**config.mk**
```make
export PLATFORM = sky130hd
export DESIGN_NAME = uart_tx_arb_flat
export DESIGN_NICKNAME = d
export VERILOG_FILES = /design/src/rtl/uart_tx_arb_if.sv /design/src/rtl/uart_tx_arb.sv /design/src/flat_wrapper.sv
export SDC_FILE = /design/constraint.sdc
export NUM_CORES = 1
export LEC_CHECK = 0
export ABC_AREA = 1
export ABC_CLOCK_PERIOD_IN_PS = 2200
export CAP_MARGIN = 10
export CORE_MARGIN = 10
export CORE_UTILIZATION = 50
export DETAILED_ROUTE_END_ITERATION = 10
export GPL_ROUTABILITY_DRIVEN = 0
export PLACE_DENSITY = 0.77
export SETUP_SLACK_MARGIN = 0.3
export SLEW_MARGIN = 10
export SYNTH_ARGS = -nofsm -noshare
export SYNTH_HDL_FRONTEND = slang
export SYNTH_SLANG_ARGS = --single-unit
```
**constraint.sdc**
```tcl
create_clock -name clk -period 2.2 [get_ports clk]
set_input_delay 0.22 -clock clk [delete_from_list [all_inputs] [get_ports clk]]
set_output_delay 0.22 -clock clk [all_outputs]
set_load 0.005 [all_outputs]
```
**src/rtl/uart_tx_arb_if.sv**
```systemverilog
// Byte-producer and transmitter signals of the shared-UART arbiter.
// Producer handshake: req[i] is raised with req_data/req_last stable and held until a one-cycle ack[i]; dropping req earlier withdraws the byte.
interface uart_tx_arb_if #(
  parameter int N_REQ = 4
);
  logic [N_REQ-1:0]   req;
  logic [8*N_REQ-1:0] req_data;
  logic [N_REQ-1:0]   req_last;
  logic [N_REQ-1:0]   ack;
  logic [N_REQ-1:0]   sent;
  logic               trmt;
  logic [7:0]         tx_data;
  logic               tx_done;

  modport master (
    output req, req_data, req_last, tx_done,
    input  ack, sent, trmt, tx_data
  );

  modport slave (
    input  req, req_data, req_last, tx_done,
    output ack, sent, trmt, tx_data
  );
endinterface

```
**src/rtl/uart_tx_arb.sv**
```systemverilog
// Round-robin scheduler sharing one UART transmitter among N_REQ byte producers,
// with multi-byte frame locking and a watchdog on a stalled transmitter.
module uart_tx_arb #(
  parameter int N_REQ      = 4,
  parameter int TMO_CYCLES = 65535
) (
  input  logic                     clk,
  input  logic                     rst_n,
  uart_tx_arb_if.slave             bus,
  output logic                     busy,
  output logic [$clog2(N_REQ)-1:0] gnt_id,
  output logic                     tmo_err,
  output logic [2:0]               state_dbg,
  output logic [$clog2(N_REQ)-1:0] rr_ptr_dbg
);
  localparam int GW = $clog2(N_REQ);
  localparam int CW = $clog2(TMO_CYCLES + 1);
  localparam logic [CW-1:0] TMO_LAST = CW'(TMO_CYCLES - 1);
  localparam logic [GW-1:0] LAST_ID  = GW'(N_REQ - 1);

  typedef enum logic [2:0] {IDLE, LAUNCH, ARM, BUSY, LOCK_WAIT} state_e;

  state_e           state_q, state_d;
  logic [N_REQ-1:0] ack_q, ack_d, sent_q, sent_d;
  logic             trmt_q, trmt_d;
  logic [7:0]       tx_data_q, tx_data_d;
  logic [GW-1:0]    gnt_q, gnt_d, rr_q, rr_d;
  logic             lock_q, lock_d;
  logic [CW-1:0]    cnt_q, cnt_d;
  logic             tmo_q, tmo_d;
  logic             busy_q;
  logic             win_vld;
  logic [GW-1:0]    win_id;
  logic [GW-1:0]    gnt_nxt;
  logic             tmo_hit;

  // First requester at or after rr_q, wrapping modulo N_REQ.
  always_comb begin
    win_vld = 1'b0;
    win_id  = rr_q;
    for (int i = 0; i < N_REQ; i++) begin
      if (!win_vld && bus.req[(int'(rr_q) + i) % N_REQ]) begin
        win_vld = 1'b1;
        win_id  = GW'((int'(rr_q) + i) % N_REQ);
      end
    end
  end

  assign gnt_nxt = (gnt_q == LAST_ID) ? '0 : gnt_q + 1'b1;
  assign tmo_hit = (cnt_q == TMO_LAST);

  always_comb begin
    state_d   = state_q;
    ack_d     = '0;
    sent_d    = '0;
    trmt_d    = 1'b0;
    tx_data_d = tx_data_q;
    gnt_d     = gnt_q;
    rr_d      = rr_q;
    lock_d    = lock_q;
    cnt_d     = cnt_q;
    tmo_d     = tmo_q;
    unique case (state_q)
      IDLE: begin
        if (win_vld) begin
          state_d        = LAUNCH;
          gnt_d          = win_id;
          tx_data_d      = bus.req_data[8*win_id +: 8];
          lock_d         = ~bus.req_last[win_id];
          ack_d[win_id]  = 1'b1;
          trmt_d         = 1'b1;
        end
      end
      LAUNCH: begin
        state_d = ARM;
        cnt_d   = '0;
      end
      ARM: begin
        cnt_d = cnt_q + 1'b1;
        if (tmo_hit) begin
          state_d = IDLE;
          tmo_d   = 1'b1;
          lock_d  = 1'b0;
          rr_d    = gnt_nxt;
        end else if (!bus.tx_done) begin
          state_d = BUSY;
        end
      end
      BUSY: begin
        cnt_d = cnt_q + 1'b1;
        // A completing byte wins over a watchdog expiring on the same cycle.
        if (bus.tx_done) begin
          sent_d[gnt_q] = 1'b1;
          if (lock_q) begin
            state_d = LOCK_WAIT;
          end else begin
            state_d = IDLE;
            rr_d    = gnt_nxt;
          end
        end else if (tmo_hit) begin
          state_d = IDLE;
          tmo_d   = 1'b1;
          lock_d  = 1'b0;
          rr_d    = gnt_nxt;
        end
      end
      LOCK_WAIT: begin
        if (bus.req[gnt_q]) begin
          state_d       = LAUNCH;
          tx_data_d     = bus.req_data[8*gnt_q +: 8];
          lock_d        = ~bus.req_last[gnt_q];
          ack_d[gnt_q]  = 1'b1;
          trmt_d        = 1'b1;
        end
      end
      default: state_d = IDLE;
    endcase
  end

  always_ff @(posedge clk or negedge rst_n) begin
    if (!rst_n) begin
      state_q   <= IDLE;
      ack_q     <= '0;
      sent_q    <= '0;
      trmt_q    <= 1'b0;
      tx_data_q <= 8'h00;
      gnt_q     <= '0;
      rr_q      <= '0;
      lock_q    <= 1'b0;
      cnt_q     <= '0;
      tmo_q     <= 1'b0;
      busy_q    <= 1'b0;
    end else begin
      state_q   <= state_d;
      ack_q     <= ack_d;
      sent_q    <= sent_d;
      trmt_q    <= trmt_d;
      tx_data_q <= tx_data_d;
      gnt_q     <= gnt_d;
      rr_q      <= rr_d;
      lock_q    <= lock_d;
      cnt_q     <= cnt_d;
      tmo_q     <= tmo_d;
      busy_q    <= (state_d != IDLE);
    end
  end

  assign bus.ack     = ack_q;
  assign bus.sent    = sent_q;
  assign bus.trmt    = trmt_q;
  assign bus.tx_data = tx_data_q;
  assign busy        = busy_q;
  assign gnt_id      = gnt_q;
  assign tmo_err     = tmo_q;
  assign state_dbg   = state_q;
  assign rr_ptr_dbg  = rr_q;
endmodule

```
**src/flat_wrapper.sv**
```systemverilog
// flat-port wrapper written by rule: the top's interface ports become plain ports
module uart_tx_arb_flat 
#(
  parameter int N_REQ      = 4,
  parameter int TMO_CYCLES = 65535
)
  (clk, rst_n, busy, gnt_id, tmo_err, state_dbg, rr_ptr_dbg, bus_req, bus_req_data, bus_req_last, bus_tx_done, bus_ack, bus_sent, bus_trmt, bus_tx_data);
  uart_tx_arb_if #(.N_REQ(N_REQ)) bus_i ();
  input  logic clk;
  input  logic rst_n;
  output logic busy;
  output logic [$clog2(N_REQ)-1:0] gnt_id;
  output logic tmo_err;
  output logic [2:0] state_dbg;
  output logic [$clog2(N_REQ)-1:0] rr_ptr_dbg;
  input wire logic [$bits(bus_i.req)-1:0] bus_req;
  input wire logic [$bits(bus_i.req_data)-1:0] bus_req_data;
  input wire logic [$bits(bus_i.req_last)-1:0] bus_req_last;
  input wire logic [$bits(bus_i.tx_done)-1:0] bus_tx_done;
  output wire logic [$bits(bus_i.ack)-1:0] bus_ack;
  output wire logic [$bits(bus_i.sent)-1:0] bus_sent;
  output wire logic [$bits(bus_i.trmt)-1:0] bus_trmt;
  output wire logic [$bits(bus_i.tx_data)-1:0] bus_tx_data;
  assign bus_i.req = bus_req;
  assign bus_i.req_data = bus_req_data;
  assign bus_i.req_last = bus_req_last;
  assign bus_i.tx_done = bus_tx_done;
  assign bus_ack = bus_i.ack;
  assign bus_sent = bus_i.sent;
  assign bus_trmt = bus_i.trmt;
  assign bus_tx_data = bus_i.tx_data;
  uart_tx_arb #(.N_REQ(N_REQ), .TMO_CYCLES(TMO_CYCLES)) u_core (.clk(clk), .rst_n(rst_n), .bus(bus_i), .busy(busy), .gnt_id(gnt_id), .tmo_err(tmo_err), .state_dbg(state_dbg), .rr_ptr_dbg(rr_ptr_dbg));
endmodule
```
# Yosys cells after proc, flatten, opt, wreduce, memory -nomap -nowiden
# Index checks and enable logic that the tools add are counted.
# Widths: inputs -> output; s select.
# totals
reg_bits	43
in_bits	43
output_inout_bits	26
wordCells	125
# classes
n_addsub	5
n_lt_le_gt_ge	8
eq_ne	10
shift	2
muxes	61
bitwise	5
reduce_logical	23
# ops
operator	count
$shiftx 32x6->8	2
$pmux 16 s2	1
$mux 1	24
$mux 3	7
$add 16x1->16 const B	1
$eq 16x16->1 const B	1
$mux 4	4
$mux 8	2
$pmux 8 s2	1
$pmux 3 s5	1
$bmux 1 s2	7
$mux 2	7
$lt 3x4->1 const B	3
$lt 2x3->1 const B	3
$pmux 4 s2	1
$reduce_or 2->1	4
$eq 3x2->1 const B	2
$reduce_and 2->1	3
$reduce_bool 2->1	3
$logic_and 1x1->1	5
$add 2x1->2 const B	2
$add 2x2->2 const B	2
$demux 1 s2	2
$ge 2x1->1 const B	2
17 further kinds	24

# Longest topological paths before layout
# logic_depth
ltp_word	20
ltp_mapped	19
depth_no_buf	18

# Worst setup path after synthesis
# No wires, ideal clock.
# synth_timing
kind	register to register
start	register u_core.rr_q[0] (netlist: u_core.rr_ptr_dbg[0])
end	register u_core.tx_data_q[2] (netlist: u_core.bus.tx_data[2])
setup_time_ns	0.117
arrival_ns	1.815
required_ns	2.083
path_slack_ns	0.269
path_stages_with_launch	17
path_buffers	2
synth_period_minus_slack_ns	1.931
path_cell_list	dfrtp_1 > buf_4 > nand2_1 > nand2_1 > nand2_1 > nand2_1 > nor2_8 > nand4_2 > nand3_4 > nand2_4 > buf_12 > nand2_2 > nand2_1 > nand2_1 > nand2_1 > nand2_1 > nand2_1
# synth_via
elab_chain_cells	15
word_cells_on_any_way	32
cone_classes	3 x add/sub; 1 x eq/ne; 1 x shift; 20 x mux; 7 x reduce/logical
# synth_lines
item	line	rtl
start, declared	uart_tx_arb.sv:27	logic [GW-1:0] gnt_q, gnt_d, rr_q, rr_d;
start signal, assigned	uart_tx_arb.sv:140	rr_q <= rr_d;
$add 2x1->2 or $bmux 1 s2 (tied branches)	uart_tx_arb.sv:42, uart_tx_arb.sv:44	
$bmux 1 s2 or $mux 1 (tied branches)	uart_tx_arb.sv:42	if (!win_vld && bus.req[(int'(rr_q) + i) % N_REQ]) begin
$mux 1 (implied by the code)	uart_tx_arb.sv:42	
$mux 1 (implied by the code) or $logic_not 1->1 (tied branches)	uart_tx_arb.sv:42	
$logic_and 1x1->1	uart_tx_arb.sv:42	
$mux 1	uart_tx_arb.sv:42	
$logic_not 1->1	uart_tx_arb.sv:42	
$logic_and 1x1->1	uart_tx_arb.sv:42	
$mux 1	uart_tx_arb.sv:42	
$logic_not 1->1	uart_tx_arb.sv:42	
$logic_and 1x1->1	uart_tx_arb.sv:42	
$mux 2	uart_tx_arb.sv:42	
$shiftx 32x6->8	uart_tx_arb.sv:68	tx_data_d = bus.req_data[8*win_id +: 8];
$mux 8	uart_tx_arb.sv:65	if (win_vld) begin
$pmux 8 s2	uart_tx_arb.sv:63	unique case (state_q)
end signal, assigned	uart_tx_arb.sv:138	tx_data_q <= tx_data_d;
end, declared	uart_tx_arb.sv:26	logic [7:0] tx_data_q, tx_data_d;
# Several ways; a longest one is shown, not always the timed one. The select of a mux whose other input is x is not followed.
# A chain may end at the register's enable or synchronous reset.

# Worst setup path in the final report
# layout_timing
start	register u_core.rr_q[0] (netlist: u_core.rr_ptr_dbg[0])
end	register u_core.tx_data_q[1] (netlist: u_core.bus.tx_data[1])
# Same word-level chain as after synthesis.

==> results <==
final cells by class:
| type | count | area, um2 |
|---|---|---|
| fillers | 404 | 1440 |
| flip-flops and latches | 43 | 1080 |
| clock inverters | 2 | 60.1 |
| clock buffers | 6 | 72.6 |
| inverters | 40 | 158 |
| repair buffers | 97 | 911 |
| multi-input cells | 306 | 1620 |
| well taps | 72 | 90.1 |
path summary, 6_finish.rpt:
kind                                      start                     to  slack (ps)  cells after the start
max                        u_core.rr_ptr_dbg[0]  u_core.bus.tx_data[1]         180                     16
min                                       rst_n     u_core.bus.sent[1]         400                      2
max reg2reg                u_core.rr_ptr_dbg[0]  u_core.bus.tx_data[1]         180                     16
min reg2reg                      u_core.tmo_err         u_core.tmo_err         470                      2
max in group asynchronous                 rst_n        u_core.cnt_q[6]        1120                      3
min in group clk                 u_core.tmo_err         u_core.tmo_err         470                      2
registers in the layout (all words and copies together) (netlist names):
name                flops
u_core.tmo_err          1
u_core.bus.ack          4
u_core.state_dbg        3
u_core.lock_q           1
u_core.bus.tx_data      8
u_core.busy             1
u_core.bus.trmt         1
u_core.gnt_id           2
u_core.bus.sent         4
u_core.cnt_q           16
u_core.rr_ptr_dbg       2
critical path: stages (launching register included):
cell and delay, ps:
sky130_fd_sc_hd__dfrtp_2 480, sky130_fd_sc_hd__buf_6 160, sky130_fd_sc_hd__nand2_2 50, sky130_fd_sc_hd__nand2_2 50, sky130_fd_sc_hd__nand2_2 80, sky130_fd_sc_hd__nand2_4 90
sky130_fd_sc_hd__nor2_8 170, sky130_fd_sc_hd__nand3_4 100, sky130_fd_sc_hd__nand2_4 90, sky130_fd_sc_hd__nand3_4 130, sky130_fd_sc_hd__buf_6 170, sky130_fd_sc_hd__nand3_1 70
sky130_fd_sc_hd__nand2_1 70, sky130_fd_sc_hd__nand2_1 60, sky130_fd_sc_hd__nand2_1 40, sky130_fd_sc_hd__nand2_1 50, sky130_fd_sc_hd__nand2_1 40
metal layers:
metal / track usage / wire length (um) / part of all wire
met1: 0.223 / 3370 / 0.43
met4: 0.0595 / 120 / 0.015
met3: 0.0563 / 736 / 0.093
met5: 0 / 0 / 0
met2: 0.280 / 3650 / 0.46
power groups by stage:
stage	combinational [mW]	clock (mW)	sequential, mW
after CTS	3.77	0.725	1.18
after global placement	3.40	0	1.18
after global routing	4.66	0.761	1.21
after floorplan	2.46	0	1.19
after detailed placement	3.44	0	1.19
final	4.12	0.721	1.18
cell families after synthesis:
family / after synthesis / share of synthesized area
XOR/XNOR: 1 / 0.00317
AND/OR/NAND/NOR: 250 / 0.408
adder cells (fa/ha/maj): 6 / 0.0271
flip-flops: 43 / 0.389
buffers and inverters: 45 / 0.0706
AO/OA/AOI/OAI: 49 / 0.102
timing repair:
action | CTS | global route
setup endpoints to repair | 17 | 21
hold buffers | 1 | 0
pin swaps | 10 | 7
buffers inserted | 7 | 6
hold endpoints to repair | 19 | 0
gates resized for setup | 18 | 25
gates cloned | 1 | 0
cell usage in the layout, fill, tap and decap left out, drive strengths merged, types with 2 or more instances in the layout:
| master | instances |
|---|---|
| a21oi | 15 |
| nand3 | 39 |
| bufinv | 2 |
| nor2 | 27 |
| clkdlybuf4s50 | 67 |
| clkbuf | 6 |
| o21ai | 18 |
| nand4 | 5 |
| nor3 | 5 |
| buf | 29 |
| inv | 39 |
| and2 | 2 |
| dfrtp | 43 |
| ha | 6 |
| o22ai | 7 |
| nand2 | 171 |
| a31oi | 2 |
synthesized netlist by cell type, drive strengths merged:
| master | n | area (um2) |
|---|---|---|
| a22o | 1 | 8.76 |
| ha | 6 | 75.1 |
| dfrtp | 43 | 1080 |
| o22ai | 7 | 43.8 |
| o21ai | 18 | 90.1 |
| and2 | 2 | 12.5 |
| o311a | 1 | 10.0 |
| a22oi | 1 | 7.51 |
| a2bb2oi | 1 | 8.76 |
| nor4 | 1 | 6.26 |
| o31ai | 1 | 7.51 |
| nand4 | 5 | 37.5 |
| clkinv | 1 | 3.75 |
| o22a | 1 | 8.76 |
| nor2 | 27 | 125 |
| a31oi | 2 | 12.5 |
| nand3 | 39 | 213 |
| nand2 | 171 | 704 |
| nor3 | 5 | 30.0 |
| inv | 39 | 149 |
| buf | 3 | 35.0 |
| o32ai | 1 | 8.76 |
| clkbuf | 2 | 7.51 |
| a21oi | 15 | 75.1 |
| xor2 | 1 | 8.76 |
==> impl_metrics.yaml <==
outcome:
  status: "finished, final reports clean"
die:
  core-area_um2: 5440
  top_level_pins: 69
  die_w_um: 94.4
  fp.dieH_um: 94.4
  die_area_um2: 8900
  starting_utilization_of_the_core_area: 0.508
  std_cell_rows: 27
timing:
  slew_violations: 0
  unrepaired_setup_endpoints_after_global_routing: "true"
  timing.max_slew.rel_slack: 0.688
  finalClockSkew_ps: 7.29
  final_period_minus_worst_setup_slack_ps: 2020
  final.period_utilization: 0.920
  hold_viol: 0
  holdWs_ps: 399
  slack_of_the_critical_path_ps: 176
  maxClockFrequency_mhz: 494
  finalSetupViolations: 0
  tightest_slew_ps: 462
  final.setup.tns_ps: 0
synth:
  ys_types: 36
  postSynthCellCount: 394
  synth_seq_area_share: 0.389
  syn_area_per_cell_um2: 7.02
  synthesized_nets: 443
  yosys_warnings: 0
  number_of_register_bits_inferred_by_synthesis: 43
  syn_area_um2: 2770
power:
  power_share_of_the_clock_group: 0.120
  power-per-cell-area_nw_per_um2: 1510
  p_seq_frac: 0.197
  p_int_mw: 3.17
  p_leak_nw: 1.95
  max-vdd-ir-drop_mv: 1.20
  total_switching_power_mw: 2.85
  combPwrFrac: 0.684
  post-layout-total-power_mw: 6.03
  switching_share: 0.473
clock_network:
  clkTransAtPathRegs_ps: 80
  insertion_delay_ps: 290
  clk_root_buffer_cell: "sky130_fd_sc_hd__clkbuf_8"
  htree_levels: 2
  numCtsBuffers: 5
  clock_tree.buffer_depth: 2
  cts.sink_count: 43
  cts_tree: "built"
critical_path:
  critical_path_peak_fanout: 7
  timing.critical_path.to_type: "flip-flop"
  worstSetupStartpointType: "flip-flop"
  worst-setup-path-type: "flip-flop to flip-flop"
  timing.critical_path.arrival_ps: 2200
  cp_data_required_time_ps: 2380
layout:
  ratio_of_cells_with_drive_above_1_in_the_final_layout: 0.184
  insertedDiodeCount: 0
  finish.utilization: 0.735
  final_cell_count_no_fill: 566
  syn2layout_area_growth_pct: 44.5
  final_area_um2: 4000
  num-nets-final: 542
global_routing:
  initial_antenna_violation_count: 0
  grt_pass1_wl_um: 13100
  number_of_global_route_vias_before_repair: 2859
  maximum_number_of_pins_on_one_net_before_global_route_repair: 25
  groute.usage.overall: 0.177
  globalRoute.totalOverflow: 0
placement:
  dp.final_hpwl_um: 5670
  place.port_buffers: 68
  placedCellCount: 543
  place_ws_ps: -25.2
  detailed_place.area_um2: 3600
routing:
  postRouteWirelength_um: 7880
  vias: 2919
  drt_pre_antenna_iters: 4
  drt-wirelength-per-cell_um: 13.9
  drt-vias-per-instance: 5.16
  drc_errors: 0
  detailed_route_iter0_violations: 183
  detail-route-antenna-nets: 0
flow_run:
  max_cap_viol_count: 0
hold_path:
  worstHoldPathType: "input port to async pin"
Power figures use the tool's default switching activity.
==> RTL change, RTL diff (config.mk and constraints unchanged) <==
Make the reset (`rst_n`) synchronous in one clocked block.
--- a/src/rtl/uart_tx_arb.sv
+++ b/src/rtl/uart_tx_arb.sv
@@ -117,7 +117,7 @@
     endcase
   end
 
-  always_ff @(posedge clk or negedge rst_n) begin
+  always_ff @(posedge clk) begin
     if (!rst_n) begin
       state_q   <= IDLE;
       ack_q     <= '0;
Formal check against the unedited RTL: differs if rst_n is asserted again (counterexample within 4 cycles, from zero or initial values and one cycle with rst_n low); with rst_n held inactive, the same outputs for 4 cycles.
==> RTL change against the unedited design <==
Final area up 4.4%. Clock skew shrank 0.0015 ns. Sequential cell count stayed put. Synthesized area grew 0.72%. Wire length up 10%. Worst setup slack worse by 0.0014 ns. Sequential share of layout area is 6.2 points lower. Critical endpoint is now u_core.bus.tx_data[7]. Critical path type unchanged.
Power is not compared: it rests on default switching activity, and its combinational part moved more than twofold at a synthesized area within 25%.
==> RTL change: results (changes against the unedited design) <==
[metrics] final HPWL from detailed placement: 5930 um (+4.6%)
[metrics] count of distinct cell types in the synthesized netlist: 37 (+2.8%)
[metrics] list of most frequent post-synthesis cells: 148 x sky130_fd_sc_hd__nand2_1, 55 x sky130_fd_sc_hd__inv_1, 44 x sky130_fd_sc_hd__nand3_1
[metrics] layout cell share with drive strength beyond 1: 0.236 (+0.0514)
[metrics] transition at the pin with the smallest max-transition slack: 0.433 ns (-0.0297 ns)
[metrics] count of TritonRoute iterations in the first routing pass: 5 (+1)
[metrics] vias in the first global route: 2,993 (+4.7%)
[metrics] sum of internal, switching and leakage power: 0.00232 W
[metrics] placed insts: 587 (+8.1%)
[metrics] crit path DAT: 2.22 ns (+0.02 ns)
[metrics] final hold slack: 0.452 ns (+0.0525 ns)
[metrics] average cell area after synthesis: 6.23 um2 (-11%)
[metrics] via count: 3,228 (+11%)
[metrics] top cells by area, synth: sky130_fd_sc_hd__dfxtp_1 31%, sky130_fd_sc_hd__nand2_1 20%, sky130_fd_sc_hd__nand3_1 7.9%, sky130_fd_sc_hd__inv_1 7.4%, sky130_fd_sc_hd__a21oi_1 5.0%
[metrics] Post-Place Cell Area: 3580 um2 (-0.69%)
[metrics] Avg WL per Cell: 14.2 um (+2.3%)
[metrics] pin count of the biggest net entering global routing: 21 (-16%)
[metrics] Post-Route Skew: 0.00578 ns (-0.00151 ns)
[metrics] Max stage delay on crit path: 0.40 ns (-0.08 ns)
[metrics] total length of routed wires: 8700 um (+10%)
[metrics] startpoint of the lowest-slack register-to-register path: u_core.rr_ptr_dbg[0]
[metrics] share of synthesized area occupied by flip-flops and latches: 0.309 (-0.0801)
[metrics] first-pass GRT wire length: 13,400 um (+2.7%)
[metrics] Synth Net Count: 496 (+12%)
[metrics] post-placement setup slack: -0.0535 ns (-0.0283 ns)
[metrics] number of cell instances on the worst register-to-register path: 17 (+1)
[metrics] Iter 0 DRT Violations: 145 (-21%)
[metrics] Total GRT Usage: 0.180 (+0.00334)
[metrics] run status: finished clean
[metrics] endpoint of the most critical setup path: u_core.bus.tx_data[7]
[metrics] Async S/R FF share, synth: 0 (-1.00)
[metrics] Fmax achieved: 494 MHz (about the same)
[metrics] path class of the lowest-slack min-delay path: reg2reg
[metrics] Slowest cell on crit path: sky130_fd_sc_hd__dfxtp_4
[metrics] cell class contributing the biggest share of worst-path delay: simple AND/OR/NAND/NOR gates
[metrics] VDD IR max: 0.000312 V
==> RTL change: cell count changes after synthesis, moves of 4 or more <==
cell / unedited run / this run
sky130_fd_sc_hd__dfrtp_1: 43 / 0
sky130_fd_sc_hd__dfxtp_1: 0 / 43
sky130_fd_sc_hd__inv_1: 35 / 55
sky130_fd_sc_hd__a21oi_1: 15 / 28
sky130_fd_sc_hd__nor2_1: 25 / 36
sky130_fd_sc_hd__nand3_1: 37 / 44
sky130_fd_sc_hd__o22ai_1: 7 / 0
sky130_fd_sc_hd__a211oi_1: 0 / 5
sky130_fd_sc_hd__clkbuf_1: 2 / 6
sky130_fd_sc_hd__nand2_1: 152 / 148
==> RTL change: timing repair <==
action | 4_1_cts | 5_1_grt
resized for setup | 13 | 82
setup buffers | 3 | 10
gates cloned | 1 | 3
pin swaps | 1 | 42
endpoints found under the setup margin | 13 | 22
==> RTL change: kinds of logic (layout without fill, tap and decap cells) <==
logic type,Yosys count,after routing,share of synthesized area
fa+ha+maj,6,6,0.0270
flops,43,43,0.309
xor+xnor,1,1,0.00315
simple gates,262,263,0.420
compound gates,66,67,0.137
buf+inv,69,159,0.105
==> RTL change: layout make-up <==
| cell class | instances | area [um2] |
|---|---|---|
| inverters | 58 | 225 |
| flip-flops and latches | 43 | 870 |
| clock inverters | 1 | 5.00 |
| clock buffers | 6 | 82.6 |
| multi-input cells | 337 | 1990 |
| fillers | 390 | 1270 |
| well taps | 72 | 90.1 |
| repair buffers | 94 | 913 |
==> RTL change: per-layer routing <==
metal,part of all wire,GRT usage,wire length (um)
met5,0,0,0
met4,0.017,0.0524,150
met3,0.069,0.0571,602
met2,0.49,0.311,4310
met1,0.42,0.209,3640
